[config.mk]
export PLATFORM = sky130hd
export DESIGN_NAME = calcram_reader
export DESIGN_NICKNAME = d
export VERILOG_FILES = /design/src/rtl/calcrd_pkg.sv /design/src/rtl/calcrd_fifo.sv /design/src/rtl/calcram_reader.sv
export SDC_FILE = /design/constraint.sdc
export NUM_CORES = 1
export LEC_CHECK = 0
export ABC_AREA = 1
export CORE_MARGIN = 5
export CORE_UTILIZATION = 25
export DETAILED_ROUTE_END_ITERATION = 8
export PLACE_DENSITY = 0.39
export SLEW_MARGIN = 20
export SYNTH_ARGS = -nofsm -noshare
export SYNTH_HDL_FRONTEND = slang
export SYNTH_SLANG_ARGS = --single-unit
[constraint.sdc]
create_clock -name clk -period 2.7 [get_ports clk]
set_clock_uncertainty 0.2 [all_clocks]
set_input_delay 0.54 -clock clk [delete_from_list [all_inputs] [get_ports clk]]
set_output_delay 0.54 -clock clk [all_outputs]
set_load 0.03 [all_outputs]
[src/rtl/calcrd_pkg.sv]
// -----------------------------------------------------------------------------
// calcrd_pkg
// Shared definitions for the calc line-buffer reader (calcram_reader) and its
// output FIFO (calcrd_fifo).
//   - default geometry: ADDR_W_DEF, PIX_W_DEF, LINE_LEN_DEF, IDX_W_DEF
//   - FIFO_DEPTH and the derived pointer/count widths
//   - SHIFT_W: width of the calc move value used by the optional shift input
//   - state_t: reader FSM states {IDLE, READ, DRAIN}
//   - pair_t : one output pair {f, g, idx, last} at the default widths
// -----------------------------------------------------------------------------
package calcrd_pkg;

    localparam int ADDR_W_DEF   = 11;
    localparam int PIX_W_DEF    = 3;
    localparam int LINE_LEN_DEF = 640;
    localparam int IDX_W_DEF    = 10;

    localparam int FIFO_DEPTH = 4;
    localparam int PTR_W      = $clog2(FIFO_DEPTH);
    localparam int CNT_W      = $clog2(FIFO_DEPTH + 1);

    localparam int SHIFT_W = 6;

    typedef enum logic [1:0] {
        IDLE  = 2'd0,
        READ  = 2'd1,
        DRAIN = 2'd2
    } state_t;

    typedef struct packed {
        logic [PIX_W_DEF-1:0] f;
        logic [PIX_W_DEF-1:0] g;
        logic [IDX_W_DEF-1:0] idx;
        logic                 last;
    } pair_t;

endpackage

[src/rtl/calcrd_fifo.sv]
// -----------------------------------------------------------------------------
// calcrd_fifo
// FIFO_DEPTH-entry synchronous FIFO holding packed pixel-pair entries. The
// current occupancy is exported so the reader can throttle RAM reads and never
// overrun the FIFO. Push and pop in the same cycle are both honoured.
// Ports:
//   clk, rst      clock, synchronous active-high reset (clears pointers/count)
//   push, din     write an entry (caller guarantees not full)
//   pop           remove the head entry (caller guarantees not empty)
//   dout          head entry (meaningful only when !empty)
//   count         number of stored entries, 0..FIFO_DEPTH
//   empty         count == 0
// -----------------------------------------------------------------------------
module calcrd_fifo
    import calcrd_pkg::*;
#(
    parameter int W = 8
) (
    input  logic             clk,
    input  logic             rst,
    input  logic             push,
    input  logic [W-1:0]     din,
    input  logic             pop,
    output logic [W-1:0]     dout,
    output logic [CNT_W-1:0] count,
    output logic             empty
);

    logic [W-1:0]     mem [FIFO_DEPTH];
    logic [PTR_W-1:0] wr_ptr;
    logic [PTR_W-1:0] rd_ptr;
    logic [CNT_W-1:0] cnt;

    // Pointers wrap naturally because FIFO_DEPTH is a power of two.
    always_ff @(posedge clk) begin
        if (rst) begin
            wr_ptr <= '0;
            rd_ptr <= '0;
            cnt    <= '0;
        end else begin
            if (push) begin
                wr_ptr <= wr_ptr + PTR_W'(1);
            end
            if (pop) begin
                rd_ptr <= rd_ptr + PTR_W'(1);
            end
            case ({push, pop})
                2'b10:   cnt <= cnt + CNT_W'(1);
                2'b01:   cnt <= cnt - CNT_W'(1);
                default: cnt <= cnt;
            endcase
        end
    end

    // Storage carries data only and is not reset.
    always_ff @(posedge clk) begin
        if (push) begin
            mem[wr_ptr] <= din;
        end
    end

    assign dout  = mem[rd_ptr];
    assign count = cnt;
    assign empty = (cnt == '0);

endmodule

[src/rtl/calcram_reader.sv]
// -----------------------------------------------------------------------------
// calcram_reader
// Reads one line of LINE_LEN pixel pairs from the right (f) and left (g) calc
// line-buffer RAMs in lockstep and streams them to the disparity calculator
// over a valid/ready handshake. RAM reads have one cycle of registered latency;
// reads are only issued while FIFO occupancy plus the read in flight leaves
// room, so no data is ever dropped regardless of out_ready.
//
// Optional build macro: CALCRD_SHIFT_EN
//   defined  : adds input shift (SHIFT_W bits, latched with start); the left
//              RAM is read at base+idx+shift, and out_g is zero-padded when
//              idx+shift >= LINE_LEN.
//   undefined: no shift port; address_g == address_f.
//
// Ports:
//   clk, rst             calc clock, synchronous active-high reset
//   start, base_addr     one-cycle line request and its first RAM address
//   shift                left-camera offset (CALCRD_SHIFT_EN only)
//   busy, done           line in progress / one-cycle completion pulse
//   address_f/_g, rden   read port to right/left RAM
//   fdata, gdata         RAM read data, valid the cycle after rden
//   out_valid/out_ready  output handshake
//   out_f, out_g         right/left pixel
//   out_idx, out_last    pixel index within the line, last-pixel flag
// -----------------------------------------------------------------------------
module calcram_reader
    import calcrd_pkg::*;
#(
    parameter int ADDR_W   = ADDR_W_DEF,
    parameter int PIX_W    = PIX_W_DEF,
    parameter int LINE_LEN = LINE_LEN_DEF,
    parameter int IDX_W    = IDX_W_DEF
) (
    input  logic               clk,
    input  logic               rst,
    input  logic               start,
    input  logic [ADDR_W-1:0]  base_addr,
`ifdef CALCRD_SHIFT_EN
    input  logic [SHIFT_W-1:0] shift,
`endif
    output logic               busy,
    output logic               done,
    output logic [ADDR_W-1:0]  address_f,
    output logic [ADDR_W-1:0]  address_g,
    output logic               rden,
    input  logic [PIX_W-1:0]   fdata,
    input  logic [PIX_W-1:0]   gdata,
    output logic               out_valid,
    input  logic               out_ready,
    output logic [PIX_W-1:0]   out_f,
    output logic [PIX_W-1:0]   out_g,
    output logic [IDX_W-1:0]   out_idx,
    output logic               out_last
);

    localparam logic [IDX_W-1:0] LAST_IDX = IDX_W'(LINE_LEN - 1);

    typedef struct packed {
        logic [PIX_W-1:0] f;
        logic [PIX_W-1:0] g;
        logic [IDX_W-1:0] idx;
        logic             last;
    } entry_t;

    localparam int ENTRY_W = $bits(entry_t);

    state_t            state;
    state_t            state_nx;
    logic [ADDR_W-1:0] base_r;
    logic [IDX_W-1:0]  issue_idx;
    logic              accept;

    // Read in its q cycle: the RAM output is valid and gets pushed.
    logic              rd_q;
    logic [IDX_W-1:0]  idx_q;
    logic              last_q;

    logic              fifo_push;
    logic              fifo_pop;
    logic              fifo_empty;
    logic [CNT_W-1:0]  fifo_count;
    logic [CNT_W:0]    occupancy;
    logic              room;
    entry_t            push_entry;
    entry_t            head_entry;
    logic [ENTRY_W-1:0] head_bits;

`ifdef CALCRD_SHIFT_EN
    logic [SHIFT_W-1:0] shift_r;
    logic [31:0]        idx_plus_shift;
    logic               pad;
    logic               pad_q;
`endif

    // Reads already issued but not yet in the FIFO count against its space.
    assign occupancy = {1'b0, fifo_count} + (CNT_W + 1)'(rd_q);
    assign room      = (occupancy < (CNT_W + 1)'(FIFO_DEPTH));

    assign address_f = base_r + ADDR_W'(issue_idx);

`ifdef CALCRD_SHIFT_EN
    assign address_g      = address_f + ADDR_W'(shift_r);
    assign idx_plus_shift = 32'(issue_idx) + 32'(shift_r);
    assign pad            = (idx_plus_shift >= 32'(LINE_LEN));
`else
    assign address_g = address_f;
`endif

    always_comb begin
        state_nx = state;
        rden     = 1'b0;
        busy     = 1'b0;
        done     = 1'b0;
        case (state)
            IDLE: begin
                if (start) begin
                    state_nx = READ;
                end
            end
            READ: begin
                busy = 1'b1;
                rden = room;
                if (room && (issue_idx == LAST_IDX)) begin
                    state_nx = DRAIN;
                end
            end
            DRAIN: begin
                // Empty FIFO with nothing in flight means the last pair has
                // already been handshaken.
                if (fifo_empty && !rd_q) begin
                    done     = 1'b1;
                    state_nx = start ? READ : IDLE;
                end else begin
                    busy = 1'b1;
                end
            end
            default: begin
                state_nx = IDLE;
            end
        endcase
    end

    assign accept = start && ((state == IDLE) || done);

    // Control registers
    always_ff @(posedge clk) begin
        if (rst) begin
            state     <= IDLE;
            base_r    <= '0;
            issue_idx <= '0;
            rd_q      <= 1'b0;
`ifdef CALCRD_SHIFT_EN
            shift_r   <= '0;
`endif
        end else begin
            state <= state_nx;
            rd_q  <= rden;
            if (accept) begin
                base_r    <= base_addr;
                issue_idx <= '0;
`ifdef CALCRD_SHIFT_EN
                shift_r   <= shift;
`endif
            end else if (rden) begin
                issue_idx <= issue_idx + IDX_W'(1);
            end
        end
    end

    // Issue -> q stage: tag travelling alongside the RAM read
    always_ff @(posedge clk) begin
        if (rden) begin
            idx_q  <= issue_idx;
            last_q <= (issue_idx == LAST_IDX);
`ifdef CALCRD_SHIFT_EN
            pad_q  <= pad;
`endif
        end
    end

    always_comb begin
        push_entry.f    = fdata;
`ifdef CALCRD_SHIFT_EN
        push_entry.g    = pad_q ? '0 : gdata;
`else
        push_entry.g    = gdata;
`endif
        push_entry.idx  = idx_q;
        push_entry.last = last_q;
    end

    assign fifo_push = rd_q;
    assign fifo_pop  = out_valid && out_ready;

    calcrd_fifo #(
        .W (ENTRY_W)
    ) u_fifo (
        .clk   (clk),
        .rst   (rst),
        .push  (fifo_push),
        .din   (push_entry),
        .pop   (fifo_pop),
        .dout  (head_bits),
        .count (fifo_count),
        .empty (fifo_empty)
    );

    // q -> output: FIFO head, forced to zero whenever nothing is presented
    assign head_entry = entry_t'(head_bits);
    assign out_valid  = !fifo_empty;
    assign out_f      = out_valid ? head_entry.f    : '0;
    assign out_g      = out_valid ? head_entry.g    : '0;
    assign out_idx    = out_valid ? head_entry.idx  : '0;
    assign out_last   = out_valid ? head_entry.last : 1'b0;

endmodule

Word level (Yosys, flattened, before mapping)
Memory sizes are Yosys's and may differ from the RTL's. A register that Yosys moved wholly into a read port is not among the register bits.
Index checks and enable logic that the tools add are counted.
{ "word_totals": {"ff_bits": 42, "ram_bits": 68, "out_inout_bits": 43, "n_memories": 1} }
{ "memory_table": {"columns": ["memory", "depth", "word_bits", "read_ports", "rd_clocked_by_memory_dff", "wr", "line_no", "source"], "rows": [
  ["u_fifo.mem", 4, 17, 1, 1, 1, "calcrd_fifo.sv:29", "logic [W-1:0] mem [FIFO_DEPTH];"]
]} }
{ "op_classes": {"add_sub_neg": 7, "n_lt_le_gt_ge": 1, "n_eq_ne": 8, "mux": 19, "n_reduce_logical": 12} }
{ "op_table": {"columns": ["cell", "n"], "rows": [
  ["$add A11 B10 Y11", 1],
  ["$add A10 B1 Y10 const B", 1],
  ["$eq A10 B10 Y1 const B", 1],
  ["$mux W10", 1],
  ["$mux W2", 5],
  ["$mux W1", 8],
  ["$mux W3", 2],
  ["$ne A2 B2 Y1 const B", 3],
  ["$pmux W2 S3", 1],
  ["$pmux W3 S2", 1],
  ["$add A2 B1 Y2 const B", 2],
  ["$add A3 B1 Y4", 1],
  ["$eq A2 B1 Y1 const B", 2],
  ["$eq A2 B2 Y1 const B", 2],
  ["$logic_and A1 B1 Y1", 4],
  ["$lt A4 B3 Y1 const B", 1],
  ["$add A3 B1 Y3 const B", 1],
  ["$logic_not A3 Y1", 1],
  ["$reduce_and A3 Y1", 1],
  ["$sub A3 B1 Y3 const B", 1],
  ["$logic_not A1 Y1", 2],
  ["$logic_not A2 Y1", 1],
  ["$pmux W1 S2", 1],
  ["$reduce_bool A2 Y1", 1],
  ["other kinds (2)", 2]
]} }

Logic depth before layout (Yosys ltp)
{ "depth": {"word_depth": 7, "depth_mapped": 11, "mapped_depth_nobuf": 11} }

By module
A second synthesis with hierarchy kept.
{ "hier_totals": {"cells_unflattened": 529, "hier_area_um2": 5285.1} }
{ "modules_own_cells": {"columns": ["module", "n_inst", "cells_per_inst", "area_per_inst_um2"], "rows": [
  ["calcrd_fifo", 1, 221, 3020.4],
  ["calcram_reader", 1, 308, 2264.7]
]} }

Worst setup path after synthesis
Ideal clock, no wire load.
{ "synth_timing": {"path_kind": "register to output", "start": "reg issue_idx[0]", "end": "out address_g[8]", "t_arrival_ns": 2.199, "path_slack_ns": -0.239, "stages_incl_launch_ff": 11, "n_path_buf": 1, "path_cell_list": "dfxtp_1 ha_1 inv_1 fa_1 inv_1 nand3_1 nand2_1 nand3_1 nand2_1 xor2_1 buf_4"} }
{ "synth_between": {"elab_chain_cells": 1} }
{ "synth_lines": {"columns": ["item", "line_no", "source"], "rows": [
  ["from (decl)", "calcram_reader.sv:70", "logic [IDX_W-1:0] issue_idx;"],
  ["from (signal assigned)", "calcram_reader.sv:165", "issue_idx <= issue_idx + IDX_W'(1);"],
  ["$add A11 B10 Y11", "calcram_reader.sv:99", "assign address_f = base_r + ADDR_W'(issue_idx);"],
  ["to (decl)", "calcram_reader.sv:44", "output logic [ADDR_W-1:0] address_g,"]
]} }
No other way between the ends.

Worst setup path in the final report
{ "layout_timing": {"start": "reg base_r[0]", "end": "out address_f[8]"} }
{ "layout_between": {"elab_chain_cells": 1} }
{ "layout_lines": {"columns": ["item", "line_no", "source"], "rows": [
  ["from (decl)", "calcram_reader.sv:69", "logic [ADDR_W-1:0] base_r;"],
  ["from (signal assigned)", "calcram_reader.sv:159", "base_r <= base_addr;"],
  ["$add A11 B10 Y11", "calcram_reader.sv:99", null],
  ["to (decl)", "calcram_reader.sv:43", "output logic [ADDR_W-1:0] address_f,"]
]} }
No other way between the ends.

==> flow_summary.json <==
{
  "status": "finished clean",
  "pin_count": 64,
  "worstHoldPathType": "register to register",
  "crit_slowest_cell": "dfxtp_2",
  "r2r_cells": 14,
  "worstSkewPairLatency_ps": 350,
  "dieArea_um2": 23780,
  "async_flop_share_pct": 0,
  "multiInputGateArea_um2": 2012,
  "grt_max_degree": 23,
  "critPathLaunch": "base_r[0]$_SDFFE_PP0P_",
  "grt_pass1_wl_mm": 19.75,
  "drtPass1Iterations": 4,
  "startpoint_type": "register",
  "dp_hpwl_mm": 8.581,
  "muxShareOfSynthArea_pct": 0,
  "irDropWorstVdd_uv": 298.8,
  "worst_slew_pin_slew_ps": 553.8,
  "cp.depth": 10,
  "cts_buffers": 9,
  "p_leak_nw": 2.728,
  "start_util_pct": 25.53,
  "first_global_vias": 3810,
  "final_cell_area_um2": 6790,
  "final_nets": 657,
  "gp_congestion": 0.8042,
  "placementRows": 52,
  "first_iter_violations": 131,
  "numClockSinks": 112,
  "via_count": 3761,
  "diodes": 0,
  "synthSimpleGateAreaFrac_pct": 17.02,
  "slew_headroom_pct": 63.04,
  "reg2reg_to": "u_fifo.count[2]$_SDFFE_PP0P_",
  "cap_violations": 0,
  "antenna_found_initial": 0,
  "synth-xor-area-share_pct": 1.685,
  "r2r_slack_ps": 140,
  "synthesis.area_um2": 5199,
  "synth_enable_flop_cells": 79,
  "placement.io_buffers": 63,
  "rr_startpoint": "u_fifo.count[0]$_SDFFE_PP0P_",
  "design.core.area_um2": 20360,
  "dpl_cell_area_um2": 6153,
  "cts_buffer_depth": 2,
  "final-hold-violation-count": 0,
  "synthAdderAreaFrac_pct": 5.584,
  "period_needed_ps": 2699,
  "drv_slew": 0,
  "synth.area.top_cells": "edfxtp_1, dfxtp_1, nor2_1",
  "path_cells": "ha_4, inv_2, fa_2, inv_2, nand3_2, nand2_4, nand3_2, nand2_2, xor2_4, buf_6",
  "worstSetupEndpoint": "address_f[8]",
  "seq_area_frac_synth_pct": 58.34,
  "powerDensity_nw_per_um2": 943.9,
  "grt_usage_pct": 10.35,
  "ys_seq_elements": 112,
  "die_x_um": 154.2,
  "cp_top_family": "adder cells",
  "setup_violations": 0,
  "cts_tree": "built",
  "antenna_left": 0,
  "area_growth_syn_to_layout_pct": 30.61,
  "cts_root_buffer": "clkbuf_16",
  "wl_mm": 12.21,
  "synth.top_cells.by_count": "nor2_1, edfxtp_1, nand2_1",
  "critPathKind": "register to primary output",
  "vias_per_cell": 4.231,
  "drive_gt1_share_pct": 22.94,
  "wire_per_inst_um": 13.73,
  "cp_slowest_stage_delay_ps": 360,
  "num-fill-cells": 2085,
  "drc": 0,
  "arrival_ps": 1960,
  "syn-mean-instance-area_um2": 9.790,
  "synth_cell_type_count": 37,
  "yosys_most_used_dff": "edfxtp_1",
  "clk_pin_slew_ps": 70,
  "cp_num_buf_inv": 3,
  "fmax_mhz": 370.5,
  "cp-end-kind": "primary output",
  "ys_warn_count": 0,
  "timing.hold.ws_ps": 274.5,
  "syn_inst": 531,
  "yosysTopAreaCell": "edfxtp_1",
  "fp.dieH_um": 154.2,
  "seq_area_um2": 3043,
  "rsz0062_at_grt": "yes",
  "cp.required_ps": 1960,
  "path_max_fanout": 3,
  "fin_crit_sh_pct": 99.96,
  "grt-ovfl-total": 0,
  "synth_most_common_cell": "nor2_1",
  "cts_htree_levels": 3,
  "synth_compound_area_share_pct": 10.28,
  "synth_top_family_by_area": "simple AND/OR/NAND/NOR gates",
  "synth_nets": 574,
  "synth_top_cell_area_share_pct": 45.63
}
-- layout by cell type (no fill, tap or decap), drive strengths merged --
cell           Yosys  layout
nor2             111     111
edfxtp            79      79
buf               22      66
nand2             63      63
inv               54      57
o21ai             56      56
a21oi             44      44
dfxtp             33      33
clkdlybuf4s50      0      22
ha                20      20
nand3             17      17
clkbuf             4      10
xor2               6       6
dlygate4sd2        0       5
nand4              5       5
xnor2              4       4
nor3               3       3
dlymetal6s2s       0       3
clkinv             0       3
o21bai             2       2
or2                2       2
fa                 2       2
a21o               1       1
a21boi             1       1
nor4               1       1
nor3b              1       1
bufinv             0       1
clkdlybuf4s15      0       1
-- layer usage --
| metal | track usage [%] | up-vias | part of all wire, % |
|---|---|---|---|
| met5 | 0 | - | 0 |
| met4 | 1.766 | 0 | 0.70 |
| met3 | 2.962 | 6 | 4.2 |
| met2 | 17.99 | 70 | 49 |
| met1 | 12.99 | 1761 | 46 |
| li1 | - | 1924 | - |
-- flip-flops by register name, indices dropped and copies added (netlist names), named ones only --
signal,flops
base_r,11
fifo_push,1
idx_q,10
issue_idx,10
last_q,1
state,2
u_fifo.count,3
u_fifo.mem,68
u_fifo.rd_ptr,2
u_fifo.wr_ptr,2
-- per-stage QoR --
step	instances	util (%)	power [mW]	worst slack [ps]	setup TNS [ps]
CTS	887	32.38	6.415	-8.372	-16.12
global placement	862	30.22	4.892	131.2	0
floorplan	531	-	3.983	-89.53	-120.8
finish	889	33.34	6.409	1.184	0
global route	889	33.34	6.812	-87.61	-441.7
detailed placement	862	30.22	4.916	89.86	0
-- worst min-delay path, cell delays in order, from the launching register on --
cell and delay [ps]:
dfxtp_1 300, inv_1 50, a21oi_1 70
-- logic make-up (layout without fill, tap and decap cells) --
| logic type | count (synthesis) | count (layout) |
|---|---|---|
| adder cells (fa/ha/maj) | 22 | 22 |
| flip-flops | 112 | 112 |
| AO/OA/AOI/OAI | 104 | 104 |
| AND/OR/NAND/NOR | 203 | 203 |
| XOR/XNOR | 10 | 10 |
| buffers and inverters | 80 | 168 |
-- report_power, final --
group          switching, mW  internal (mW)  leakage (nW)
Clock                  0.639          0.731         0.150
Sequential             0.184           2.15         0.995
Combinational           1.66           1.05          1.58
-- repair_timing --
| action | 4_1_cts | 5_1_grt |
|---|---|---|
| hold buffers | 0 | 0 |
| pin swaps | 5 | 5 |
| endpoints found under the setup margin | 22 | 21 |
| setup buffers | 9 | 2 |
| gates resized for setup | 29 | 42 |
-- worst min path at each step --
stage                                             start                             to  slack [ps]  depth (start not counted)
after floorplan           u_fifo.rd_ptr[1]$_SDFFE_PP0N_                       register         240                          2
after global placement    u_fifo.rd_ptr[0]$_SDFFE_PP0N_  u_fifo.rd_ptr[0]$_SDFFE_PP0N_         250                          1
after detailed placement  u_fifo.rd_ptr[1]$_SDFFE_PP0N_  u_fifo.rd_ptr[1]$_SDFFE_PP0N_         260                          2
after CTS                 u_fifo.rd_ptr[1]$_SDFFE_PP0N_  u_fifo.rd_ptr[1]$_SDFFE_PP0N_         280                          2
after global routing      u_fifo.rd_ptr[0]$_SDFFE_PP0N_  u_fifo.rd_ptr[0]$_SDFFE_PP0N_         310                          1
final                     u_fifo.rd_ptr[1]$_SDFFE_PP0N_  u_fifo.rd_ptr[1]$_SDFFE_PP0N_         270                          2
-- layout make-up --
class	count	area share, %
clock inverter	7	1.124
inverter	54	3.022
multi-input combinational	339	29.63
clock buffer	9	3.317
tap	270	4.975
timing repair buffer	98	13.12
sequential	112	44.81
Note: power is estimated with default switching activity, not from simulation.
